==> config.mk <==
export PLATFORM = sky130hd
export DESIGN_NAME = noc_mapper_receiver
export DESIGN_NICKNAME = d
export VERILOG_FILES = /design/src/rtl/noc_mapper_receiver_pkg.sv /design/src/rtl/noc_mapper_receiver_fifo.sv /design/src/rtl/noc_mapper_receiver.sv
export SDC_FILE = /design/constraint.sdc
export NUM_CORES = 1
export LEC_CHECK = 0
export CAP_MARGIN = 40
export CORE_MARGIN = 3
export CORE_UTILIZATION = 25
export CTS_CLUSTER_DIAMETER = 150
export DETAILED_ROUTE_END_ITERATION = 16
export GPL_TIMING_DRIVEN = 0
export PLACE_DENSITY = 0.52
export SLEW_MARGIN = 25
export SYNTH_ARGS = -nofsm -noshare
export SYNTH_HDL_FRONTEND = slang
export SYNTH_SLANG_ARGS = --single-unit
==> constraint.sdc <==
create_clock -name CLK -period 3.15 [get_ports CLK]
set_clock_uncertainty 0.1 [all_clocks]
set_input_delay 0.63 -clock CLK [delete_from_list [all_inputs] [get_ports CLK]]
set_output_delay 0.63 -clock CLK [all_outputs]
set_load 0.05 [all_outputs]
==> src/rtl/noc_mapper_receiver_pkg.sv <==
// Shared definitions for the NoC mapper receive stage: flit field layout,
// packet FSM encoding and credit-vector layout.
package noc_mapper_receiver_pkg;

   // Packet FSM encoding
   typedef enum logic [1:0] {
      ST_IDLE = 2'd0,
      ST_BODY = 2'd1,
      ST_DROP = 2'd2
   } recv_state_e;

   // Pending-credit counter width; holds up to 7 outstanding credits
   localparam int CREDIT_CNT_BITS = 3;

   // Flit layout, LSB first: data | vc | dest | tail | valid
   function automatic int flit_vc_lsb(input int dw);
      return dw;
   endfunction

   function automatic int flit_dest_lsb(input int dw, input int vb);
      return dw + vb;
   endfunction

   function automatic int flit_tail_pos(input int dw, input int vb, input int db);
      return dw + vb + db;
   endfunction

   function automatic int flit_valid_pos(input int dw, input int vb, input int db);
      return dw + vb + db + 1;
   endfunction

   function automatic int flit_width(input int dw, input int vb, input int db);
      return dw + vb + db + 2;
   endfunction

   // Credit vector layout: {valid, vc}
   function automatic int credit_valid_pos(input int vb);
      return vb;
   endfunction

   function automatic int credit_width(input int vb);
      return vb + 1;
   endfunction

endpackage

==> src/rtl/noc_mapper_receiver_fifo.sv <==
// First-word-fall-through flit buffer. A write is accepted when not full or
// when a read happens in the same cycle; the head entry is always visible on
// rd_data. Storage is cleared by reset so the head reads as zero afterwards.
module noc_mapper_receiver_fifo #(
   parameter int WIDTH = 33,
   parameter int DEPTH = 4
) (
   input  logic                     CLK,
   input  logic                     RST_N,
   input  logic                     wr_en,
   input  logic [WIDTH-1:0]         wr_data,
   input  logic                     rd_en,
   output logic [WIDTH-1:0]         rd_data,
   output logic                     full,
   output logic                     empty,
   output logic [$clog2(DEPTH):0]   count
);

   localparam int AW = $clog2(DEPTH);
   localparam int CW = AW + 1;

   logic [WIDTH-1:0] mem_q [DEPTH];
   logic [WIDTH-1:0] mem_d [DEPTH];
   logic [AW-1:0]    wr_ptr_q, wr_ptr_d;
   logic [AW-1:0]    rd_ptr_q, rd_ptr_d;
   logic [CW-1:0]    count_q, count_d;
   logic             wr_ok;
   logic             rd_ok;

   assign full    = (count_q == CW'(DEPTH));
   assign empty   = (count_q == '0);
   assign count   = count_q;
   assign rd_data = mem_q[rd_ptr_q];

   // Next-state for storage, pointers (wrap naturally at DEPTH) and occupancy
   always_comb begin
      rd_ok    = rd_en && !empty;
      wr_ok    = wr_en && (!full || rd_ok);
      mem_d    = mem_q;
      if (wr_ok) begin
         mem_d[wr_ptr_q] = wr_data;
      end
      wr_ptr_d = wr_ptr_q + AW'(wr_ok);
      rd_ptr_d = rd_ptr_q + AW'(rd_ok);
      count_d  = count_q + CW'(wr_ok) - CW'(rd_ok);
   end

   // Register update with synchronous active-low reset
   always_ff @(posedge CLK) begin
      if (!RST_N) begin
         for (int i = 0; i < DEPTH; i++) begin
            mem_q[i] <= '0;
         end
         wr_ptr_q <= '0;
         rd_ptr_q <= '0;
         count_q  <= '0;
      end else begin
         mem_q    <= mem_d;
         wr_ptr_q <= wr_ptr_d;
         rd_ptr_q <= rd_ptr_d;
         count_q  <= count_d;
      end
   end

endmodule

==> src/rtl/noc_mapper_receiver.sv <==
// Terminal NoC receive stage in front of a mapper. Buffers incoming flits in
// a FWFT FIFO, hands {data, last} to the mapper over valid/ready and returns
// one credit upstream per flit popped or dropped.
// Optional feature macro: NOC_RECV_DEST_CHECK_EN enables destination checking
// on head flits; misrouted packets are dropped (credits still returned) and
// err_misroute is set. Without it dest is ignored and err_misroute is 0.
//
// state | meaning
// IDLE  | waiting for a head flit
// BODY  | accepted packet in progress, pushing flits until tail
// DROP  | misrouted packet in progress, discarding flits until tail
module noc_mapper_receiver
   import noc_mapper_receiver_pkg::*;
#(
   parameter int FLIT_DATA_WIDTH = 32,
   parameter int DEST_BITS       = 2,
   parameter int VC_BITS         = 1,
   parameter int FIFO_DEPTH      = 4,
   parameter int MY_PORT         = 0
) (
   input  logic                                                     CLK,
   input  logic                                                     RST_N,
   input  logic [flit_width(FLIT_DATA_WIDTH, VC_BITS, DEST_BITS)-1:0] flit_in,
   output logic [credit_width(VC_BITS)-1:0]                         send_credit,
   output logic [FLIT_DATA_WIDTH-1:0]                               data_out,
   output logic                                                     data_valid,
   output logic                                                     data_last,
   input  logic                                                     data_ready,
   output logic [15:0]                                              pkt_count,
   output logic                                                     err_overflow,
   output logic                                                     err_misroute
);

   localparam int VC_LSB    = flit_vc_lsb(FLIT_DATA_WIDTH);
   localparam int DEST_LSB  = flit_dest_lsb(FLIT_DATA_WIDTH, VC_BITS);
   localparam int TAIL_POS  = flit_tail_pos(FLIT_DATA_WIDTH, VC_BITS, DEST_BITS);
   localparam int VALID_POS = flit_valid_pos(FLIT_DATA_WIDTH, VC_BITS, DEST_BITS);
   localparam int CR_VALID  = credit_valid_pos(VC_BITS);
   localparam int ENTRY_W   = FLIT_DATA_WIDTH + 1;
   localparam int CNT_W     = $clog2(FIFO_DEPTH) + 1;
   localparam int CB        = CREDIT_CNT_BITS;
   localparam logic [DEST_BITS-1:0] MY_DEST = DEST_BITS'(MY_PORT);

   logic                       flit_valid;
   logic                       flit_tail;
   logic [DEST_BITS-1:0]       flit_dest;
   logic [VC_BITS-1:0]         flit_vc;
   logic [FLIT_DATA_WIDTH-1:0] flit_data;

   assign flit_valid = flit_in[VALID_POS];
   assign flit_tail  = flit_in[TAIL_POS];
   assign flit_dest  = flit_in[DEST_LSB +: DEST_BITS];
   assign flit_vc    = flit_in[VC_LSB +: VC_BITS];
   assign flit_data  = flit_in[FLIT_DATA_WIDTH-1:0];

   logic               fifo_full;
   logic               fifo_empty;
   logic [CNT_W-1:0]   fifo_count;
   logic [ENTRY_W-1:0] fifo_rd_data;

   recv_state_e  state_q, state_d;
   logic [CB-1:0] credit_q, credit_d;
   logic [15:0]  pkt_count_q, pkt_count_d;
   logic         err_overflow_q, err_overflow_d;

   logic pop;
   logic push_req;
   logic push;
   logic drop;
   logic overflow;
   logic misroute_hit;

   assign pop      = !fifo_empty && data_ready;
   assign push     = push_req && (!fifo_full || pop);
   assign overflow = push_req && fifo_full && !pop;

   // Packet FSM next state and per-flit push/drop decision
   always_comb begin
      state_d      = state_q;
      push_req     = 1'b0;
      drop         = 1'b0;
      misroute_hit = 1'b0;
      if (flit_valid) begin
         case (state_q)
            ST_IDLE: begin
`ifdef NOC_RECV_DEST_CHECK_EN
               if (flit_dest != MY_DEST) begin
                  drop         = 1'b1;
                  misroute_hit = 1'b1;
                  state_d      = flit_tail ? ST_IDLE : ST_DROP;
               end else begin
                  push_req = 1'b1;
                  state_d  = flit_tail ? ST_IDLE : ST_BODY;
               end
`else
               push_req = 1'b1;
               state_d  = flit_tail ? ST_IDLE : ST_BODY;
`endif
            end
            ST_BODY: begin
               push_req = 1'b1;
               if (flit_tail) state_d = ST_IDLE;
            end
            ST_DROP: begin
               drop = 1'b1;
               if (flit_tail) state_d = ST_IDLE;
            end
            default: state_d = ST_IDLE;
         endcase
      end
   end

   // Credit accounting and status counters; pop and drop may both add in one cycle
   always_comb begin
      credit_d       = credit_q + CB'(pop) + CB'(drop) - CB'(credit_q != '0);
      pkt_count_d    = pkt_count_q + 16'(pop && fifo_rd_data[FLIT_DATA_WIDTH]);
      err_overflow_d = err_overflow_q | overflow;
   end

`ifdef NOC_RECV_DEST_CHECK_EN
   logic err_misroute_q, err_misroute_d;
   assign err_misroute_d = err_misroute_q | misroute_hit;
   assign err_misroute   = err_misroute_q;

   // Sticky misroute flag
   always_ff @(posedge CLK) begin
      if (!RST_N) err_misroute_q <= 1'b0;
      else        err_misroute_q <= err_misroute_d;
   end

   logic unused_fields;
   assign unused_fields = ^{flit_vc, fifo_count};
`else
   assign err_misroute = 1'b0;

   logic unused_fields;
   assign unused_fields = ^{flit_vc, fifo_count, flit_dest, MY_DEST, misroute_hit};
`endif

   // FSM, credit counter and status registers
   always_ff @(posedge CLK) begin
      if (!RST_N) begin
         state_q        <= ST_IDLE;
         credit_q       <= '0;
         pkt_count_q    <= '0;
         err_overflow_q <= 1'b0;
      end else begin
         state_q        <= state_d;
         credit_q       <= credit_d;
         pkt_count_q    <= pkt_count_d;
         err_overflow_q <= err_overflow_d;
      end
   end

   noc_mapper_receiver_fifo #(
      .WIDTH (ENTRY_W),
      .DEPTH (FIFO_DEPTH)
   ) u_fifo (
      .CLK     (CLK),
      .RST_N   (RST_N),
      .wr_en   (push),
      .wr_data ({flit_tail, flit_data}),
      .rd_en   (pop),
      .rd_data (fifo_rd_data),
      .full    (fifo_full),
      .empty   (fifo_empty),
      .count   (fifo_count)
   );

   assign send_credit[CR_VALID]    = (credit_q != '0);
   assign send_credit[VC_BITS-1:0] = '0;
   assign data_valid   = !fifo_empty;
   assign data_out     = fifo_rd_data[FLIT_DATA_WIDTH-1:0];
   assign data_last    = !fifo_empty && fifo_rd_data[FLIT_DATA_WIDTH];
   assign pkt_count    = pkt_count_q;
   assign err_overflow = err_overflow_q;

endmodule

==> summary.md <==
| Metric | Value |
|---|---|
| Placed inst area | around 8400 µm² |
| Crit path largest cell delay | 0.45 ns |
| PwrDens | a little under 700 nW/µm² |
| Critical R2R Capture | pkt_count[14] |
| Tcrit/Tclk final | 95.6% |
| Syn_area_per_cell | ~11 µm² |
| Register area share after synthesis | between 40% and 50% |
| Yosys reg bits | 159 |
| Antenna cells | 0 |
| FILL cells | 2811 |
| Final min period | around 3.0 ns |
| Die area | ~30000 µm² |
| Fmax | around 330 MHz |
| YS warnings | 0 |
| R2r startpoint | u_fifo.rd_ptr_q[1] |
| Reg2reg setup slack | between 0.5 and 0.6 ns |
| Hold slack | 0.357 ns |
| CP startpoint kind | register |
| Mapped Cells | around 640 |
| Setup TNS | 0 ns |
| Sw Ratio | approximately 34% |
| Req. time, crit path | approximately 2.4 ns |
| Total number of vias | about 5000 |
| CP Max Fanout | 10 |
| Post-synth top cells | 171 x nand2_1, 159 x dfxtp_1, 133 x mux2i_1 |
| Post-synth top area cell | dfxtp_1 |
| Max-slew violation count | 0 |
| Drc violations | 0 |
| Final instance area | between 8000 and 9000 µm² |
| Hold Vio Cnt, Final | 0 |
| Cells after DPL | 1099 |
| CTS Buffer Depth | 2 |
| DRT Pass-1 Iters | 7 |
| Area contributors post-synth | dfxtp_1 45%, mux2i_1 19%, mux4_2 11% |
| Hold Crit Class | reg2reg |
| Sequential Power Share | between 30% and 40% |
| Setup-failing EPs final | 0 |
| Clk_lat worst skew | 0.42 ns |
| Io pins | between 90 and 100 |
| Hold endpoint | u_fifo.mem_q[59] |
| Vias in the first global route | 5075 |
| Worst vdd ir | 0.435 mV |
| Slowest CP cell | dlygate4sd2_1 |
| Worst hold stages | 2 |
| Gr ovfl total | 0 |
| CTS tree | built |
| Rows | 60 |
| CTS H-tree lvls | 4 |
| Die Y | about 170 µm |
| Nets | approximately 800 |
| Routability cong. | between 0.7 and 0.8 |
| Starting Density | 25.8% |
| Dpl hpwl | between 10000 and 15000 µm |
| R2r worst-path depth | 8 |
| Pint | roughly 4000 µW |
| Area of the multi-input gates | 3460 µm² |
| Clk pwr share | 34.7% |
| Fin util | 32.8% |
| Core footprint | approximately 27000 µm² |
| Top delay family on crit path | buffers and inverters |
| Initial antenna violation count | 1 |
| Sw power | ~2000 µW |
| Number of port buffers | between 80 and 90 |
| GRT Total Usage | between 10% and 20% |
| Layout cells sized above 1 | between 10% and 20% |
| Area grow syn2layout | 27.2% |
| First-pass GRT wire length | roughly 29000 µm |
| Critical path arrival | approximately 2.3 ns |
| Worst rel slew slack | a little under three fifths |
| Die Wd | around 170 µm |
| CTS Buf Count | 17 |
| CTS Root Cell | clkbuf_16 |
| CP Cell Sequence | clkbuf_1, buf_2, mux4_2, dlygate4sd2_1 |
| Mapped Area | 7040 µm² |
| Final wirelength | approximately 18000 µm |
| Post-route ant nets | 0 |
| Logic pwr share | ~28% |
| DR WL/cell | ~16 µm |
| Reg area | around 3200 µm² |
| Crit Path Category | reg2out |
| Via-to-Cell Ratio | around 4.4 |
| Crit. End Element | output port |
| Hold-fix buffers at CTS | 0 |
| Finished Layout Cells | 1131 |
| Num Clock Sinks | around 160 |
| Actual slew at the worst max-slew pin | 0.661 ns |
| Outcome | finished clean |
| Clock transition at the registers of the reported paths | 0.07 ns |
| Buf/Inv on CP | 3 |
| DRT iter0 DRCs | 268 |
| RSZ-0062 raised after global routing | no |
| Most frequent cell after synthesis | nand2_1 |
| Max-cap violations | 0 |
| Post-synth top area share | between 40% and 50% |
| Largest net degree at the start of global routing | 18 |
| P_leak | between 0.004 and 0.005 µW |
| Yosys cell types | 39 |
| Post-synth EDFFs | 0 |
| Hold path startpoint | u_fifo.mem_q[59] |
| Primary FF master, synth | dfxtp_1 |
| Async set-or-reset flop fraction in the synthesized netlist | 0% |
## kinds of logic after synthesis
group | count (synthesis) | synth area share, %
adder cells (fa/ha/maj) | 10 | 1.99
buffers and inverters | 55 | 5.74
flip-flops | 159 | 45.2
other | 1 | 0.0533
multiplexers | 166 | 29.5
XOR/XNOR | 16 | 1.99
AND/OR/NAND/NOR | 225 | 14.8
AO/OA/AOI/OAI | 7 | 0.729
## how the worst max path moves through the flow
| stage | cells past startpoint | slack [ns] | startpoint | end |
|---|---|---|---|---|
| after global routing | 4 | 0.01 | u_fifo.rd_ptr_q[1] | data_out[31] |
| after CTS | 4 | 0.04 | u_fifo.rd_ptr_q[0] | data_out[3] |
| after floorplan | 10 | 0.43 | u_fifo.count[1] | u_fifo.count[2] |
| after detailed placement | 4 | -0.11 | u_fifo.rd_ptr_q[1] | data_out[3] |
| final | 4 | 0.14 | u_fifo.rd_ptr_q[1] | data_out[31] |
| after global placement | 4 | -0.08 | u_fifo.rd_ptr_q[1] | data_out[3] |
## what timing repair did
| item | in CTS | in global routing |
|---|---|---|
| gates resized for setup | 38 | 9 |
| setup buffers | 0 | 0 |
| endpoints found under the setup margin | 31 | 9 |
## worst register-to-register path, stage by stage, from the launching register on
cell and delay [ns]:
dfxtp_1 0.31, clkbuf_1 0.34, mux4_2 0.32, and3_1 0.22, ha_1 0.23, ha_1 0.31, nand2_1 0.16, o311ai_0 0.33
o41ai_1 0.12
## cell usage in the layout, fill, tap and decap left out, drive strengths merged, types with 8 or more instances in the layout
cell and instances:
clkbuf 40, mux4 33, and2 23, buf 25
ha 8, inv 19, xnor2 11, dfxtp 159
mux2i 133, clkdlybuf4s50 54, dlygate4sd2 30, nand2 172
## routing by layer
layer	wire length [µm]	up-vias	GRT usage, %	part of all wire, %
met5	9	-	0	0.050
met4	151	2	2.92	0.83
met3	762	13	3.77	4.2
met2	8490	94	19.5	47
met1	8720	2412	16.3	48
li1	-	2402	-	-
## per-stage QoR
| step | total power (µW) | worst slack, ns |
|---|---|---|
| 6_report | 6050 | 0.138 |
| 4_1_cts | 6130 | 0.0387 |
| 3_3_place_gp | 4050 | -0.0836 |
| 2_1_floorplan | 3560 | 0.434 |
| 5_1_grt | 6340 | 0.00975 |
| 3_5_place_dp | 4070 | -0.107 |
## cell type report
class | instances | share of cell area (%)
Sequential cell | 159 | 35.5
Timing Repair Buffer | 87 | 9.30
Tap cell | 372 | 5.20
Buffer | 47 | 4.46
Clock inverter | 15 | 1.84
Inverter | 8 | 0.335
Multi-Input combinational cell | 426 | 38.6
Clock buffer | 17 | 4.75
## flip-flops by register name, indices dropped and copies added (netlist names)
register         cells
u_fifo.wr_ptr_q      2
u_fifo.count         3
u_fifo.mem_q       132
u_fifo.rd_ptr_q      2
err_overflow         1
credit_q             3
pkt_count           16
## power by group through the flow
stage | registers (µW) | clock network (µW) | logic, µW
3_5_place_dp | 2300 | 0 | 1760
2_1_floorplan | 2290 | 0 | 1270
4_1_cts | 2260 | 2140 | 1720
3_3_place_gp | 2300 | 0 | 1750
5_1_grt | 2280 | 2230 | 1830
6_report | 2260 | 2100 | 1690
Power figures use the tool's default switching activity.
==> edit 1, RTL diff (same flow settings) <==
Register the output `pkt_count` once more, without a reset; this adds one clock of latency there. The other outputs are not delayed to match.
--- a/src/rtl/noc_mapper_receiver.sv
+++ b/src/rtl/noc_mapper_receiver.sv
@@ -173,5 +173,7 @@
    assign data_out     = fifo_rd_data[FLIT_DATA_WIDTH-1:0];
    assign data_last    = !fifo_empty && fifo_rd_data[FLIT_DATA_WIDTH];
-   assign pkt_count    = pkt_count_q;
+   always_ff @(posedge CLK) begin
+      pkt_count <= pkt_count_q;
+   end
    assign err_overflow = err_overflow_q;
 
Check against the original RTL: not equivalent (Yosys sat finds a counterexample within 4 cycles, from zero or initial values and one cycle with RST_N low).
==> edit 1 against the unedited design <==
- sequential cell count grew 16
- count of clock-buffer cells in the layout is 2 higher
- setup slack lost 13 ps
- wire length rose by 2.5%
- final cell count grew 2.4%
- synthesized area rose by 4.6%
- critical path depth is the same
- design area grew 3.7%
- power up 4.1%
- core utilization shrank 0.60 points
- highest routed layer is now met4
- largest power group unchanged
==> edit 1: results (changes against the unedited design) <==
Outcome -> finished, final reports clean (unchanged)
Critical-path top delay cell -> mux4_2 (was dlygate4sd2_1)
Max-slew headroom -> 0.5425 (was 0.5592)
Routed met2 length -> 8.810 mm (was 8.491 mm)
WL/cell -> 16.06 µm (was 16.04 µm)
Wire length on met1 -> 8.785 mm (was 8.722 mm)
Antenna violations before repair -> 0 (was 1)
Post-synth top cells -> dfxtp_1, nand2_1, mux2i_1, mux4_2, clkbuf_1 (was nand2_1, dfxtp_1, mux2i_1, mux4_2, clkbuf_1)
Share of cells above drive strength 1 -> 0.1240 (was 0.1304)
Max incr delay on CP -> 580 ps (was 450 ps)
Max VDD drop -> 374.4 µV (was 434.6 µV)
Final nets -> 812 (was 796)
Seq/Total Area, Yosys -> 0.4760 (was 0.4522)
Lkg Pwr -> 4.288 nW (was 4.185 nW)
First-pass DRT Iterations -> 5 (was 7)
Placed inst area -> 0.008715 mm² (was 0.008379 mm²)
Largest net degree at the start of global routing -> 17 (was 18)
Worst Path Arrival -> 2300 ps (was 2280 ps)
Sw Pwr -> 0.002014 W (was 0.002042 W)
Synth top area cells -> dfxtp_1, mux2i_1, mux4_2 (unchanged)
P_clk -> 0.00215 W (was 0.00210 W)
Routed length on met3 -> 763 µm (was 762 µm)
Vias in the first global route -> 5037 (was 5075)
CTS resizes -> 40 (was 38)
DP HPWL -> 12.84 mm (was 12.16 mm)
GR Util All Layers -> 0.1216 (was 0.1225)
Iter 0 DRT Violations -> 214 (was 268)
-- edit 1: metrics by stage --
stage | setup slack, ps | power (W)
floorplan | 434.0 | 0.003766
global placement | -66.74 | 0.004260
detailed placement | -78.70 | 0.004274
CTS | 67.86 | 0.006400
global route | 6.424 | 0.006613
finish | 124.6 | 0.006299
-- edit 1: worst paths after layout --
| path | from | endpoint | slack (ps) | depth (start not counted) |
|---|---|---|---|---|
| worst max-delay path | u_fifo.rd_ptr_q[0] | data_out[22] | 120 | 4 |
| worst min-delay path | pkt_count_q[0] | pkt_count[0] | 260 | 0 |
| worst max register to register | u_fifo.rd_ptr_q[1] | pkt_count_q[14] | 530 | 8 |
| worst min register to register | pkt_count_q[0] | pkt_count[0] | 260 | 0 |
-- edit 1: layout make-up --
cell class	instances	area, µm²
Clock buffer	19	442.9
Multi-Input combinational cell	426	3456
Inverter	8	30.03
Timing Repair Buffer	87	832.0
Tap cell	384	480.5
Fill cell	2990	19570
Sequential cell	175	3503
Clock inverter	12	148.9
Buffer	47	392.9
-- edit 1: cells by family (layout without fill, tap and decap cells) --
group / after synthesis / in the layout / synth area share
AO/OA/AOI/OAI: 7 / 7 / 0.006971
XOR/XNOR: 16 / 16 / 0.01904
adder cells (fa/ha/maj): 10 / 10 / 0.01904
buffers and inverters: 55 / 173 / 0.05491
flip-flops: 175 / 175 / 0.4760
multiplexers: 166 / 166 / 0.2819
other: 1 / 2 / 0.0005095
AND/OR/NAND/NOR: 225 / 225 / 0.1416
-- edit 1: metal layers --
layer,vias up,GRT usage
met5,-,0
met4,0,0.03632
met3,13,0.02760
met2,87,0.1978
met1,2328,0.1610
li1,2443,-
==> edit 2, RTL diff (config.mk and constraints unchanged) <==
Made on the original files. The option `NOC_RECV_DEST_CHECK_EN` is turned on by a define.
--- a/src/rtl/noc_mapper_receiver.sv
+++ b/src/rtl/noc_mapper_receiver.sv
@@ -10,4 +10,6 @@
 // BODY  | accepted packet in progress, pushing flits until tail
 // DROP  | misrouted packet in progress, discarding flits until tail
+`define NOC_RECV_DEST_CHECK_EN
+
 module noc_mapper_receiver
    import noc_mapper_receiver_pkg::*;
Formal check against the unedited RTL: not equivalent (Yosys sat finds a counterexample within 4 cycles, from zero or initial values and one cycle with RST_N low).
==> edit 2 against the unedited design <==
- design area rose by 3.6%
- power is 13% lower
- core utilization decreased by 0.63 points
- maximum frequency decreased by 2.1%
- final cell count increased by 4.9%
- register-to-register slack worse by 250 ps
- wire length up 5.0%
- sequential cell count increased by 3
- setup slack worse by 64 ps
- synthesized area rose by 4.8%
- critical endpoint is now data_out[12]
==> edit 2: results (changes against the unedited design) <==
Outcome -> finished, final reports clean (unchanged)
Iter 0 DRT Violations -> 154 (was 268)
Final nets -> 843 (was 796)
Sw Pwr -> 0.001620 W (was 0.002042 W)
Antenna violations before repair -> 0 (was 1)
Layout clock area frac -> 0.06054 (was 0.06593)
Count of non-filler cells in the finished layout -> 1186 (was 1131)
Largest net degree at the start of global routing -> 17 (was 18)
Clk Latency, worst-skew pair -> 420 ps (about the same)
Area of the multi-input gates -> 0.003647 mm² (was 0.003456 mm²)
Lkg Pwr -> 4.246 nW (was 4.185 nW)
Clkbuf count -> 18 (was 17)
Max FFs per register -> 132 (unchanged)
Post-synth top cells -> nand2_1, dfxtp_1, mux2i_1, mux4_2, clkbuf_1 (unchanged)
Final Hold Vio Count -> 0 (unchanged)
Max VDD drop -> 431.2 µV (was 434.6 µV)
Seq pwr share -> 0.411 (was 0.373)
Syn Inst Count -> 681 (was 639)
Post-layout util -> 0.3215 (was 0.3278)
Combinational cell fraction of total power -> 0.212 (was 0.280)
Share of cells above drive strength 1 -> 0.1234 (was 0.1304)
Power Total -> 0.005267 W (was 0.006051 W)
Worst Path Arrival -> 2350 ps (was 2280 ps)
Post-Route WL -> 19.05 mm (was 18.14 mm)
Seq/total area -> 0.3495 (was 0.3554)
DR vias/cell -> 4.370 (was 4.353)
Count of multi-input gates -> 456 (was 426)
Port Buffer Count -> 89 (was 87)
Placed inst area -> 0.008748 mm² (was 0.008379 mm²)
Non-clock buffer share of cell area -> 0.1386 (was 0.1376)
Vias in the first global route -> 5414 (was 5075)
Seq/Total Area, Yosys -> 0.4396 (was 0.4522)
Setup slack at placement -> -129.8 ps (was -107.3 ps)
GR Util All Layers -> 0.1243 (was 0.1225)
Number of fill cells -> 2998 (was 2811)
Max-slew headroom -> 0.5067 (was 0.5592)
Sequential Area -> 0.003243 mm² (was 0.003183 mm²)
Clock Sink Count -> 162 (was 159)
Non-clock buffer instance count of the final layout -> 136 (was 134)
RD Place Congestion -> 0.7191 (was 0.7102)
Nonclk inv count -> 16 (was 8)
Synth top area cells -> dfxtp_1, mux2i_1, mux4_2 (unchanged)
DP HPWL -> 13.31 mm (was 12.16 mm)
First-pass DRT Iterations -> 6 (was 7)
==> edit 2: worst paths after layout <==
path / startpoint / to / slack (ps) / cells past startpoint
setup / recovery: u_fifo.rd_ptr_q[1] / data_out[12] / 70 / 4
hold / removal: u_fifo.mem_q[48] / u_fifo.mem_q[48] / 360 / 2
setup reg to reg: u_fifo.rd_ptr_q[1] / pkt_count[12] / 340 / 8
hold reg to reg: u_fifo.mem_q[48] / u_fifo.mem_q[48] / 360 / 2
==> edit 2: logic make-up after synthesis <==
| family | synth area share |
|---|---|
| flip-flops | 0.4396 |
| XOR/XNOR | 0.01069 |
| AND/OR/NAND/NOR | 0.1421 |
| multiplexers | 0.2866 |
| AO/OA/AOI/OAI | 0.02765 |
| buffers and inverters | 0.06598 |
| other | 0.0005083 |
| adder cells (fa/ha/maj) | 0.02680 |
==> edit 2: routing by layer <==
layer,GRT usage,vias up,share of wire
met3,0.03038,14,0.036
met2,0.2074,85,0.49
met1,0.1588,2522,0.46
li1,-,2562,-
met4,0.03796,0,0.013
met5,0,-,0
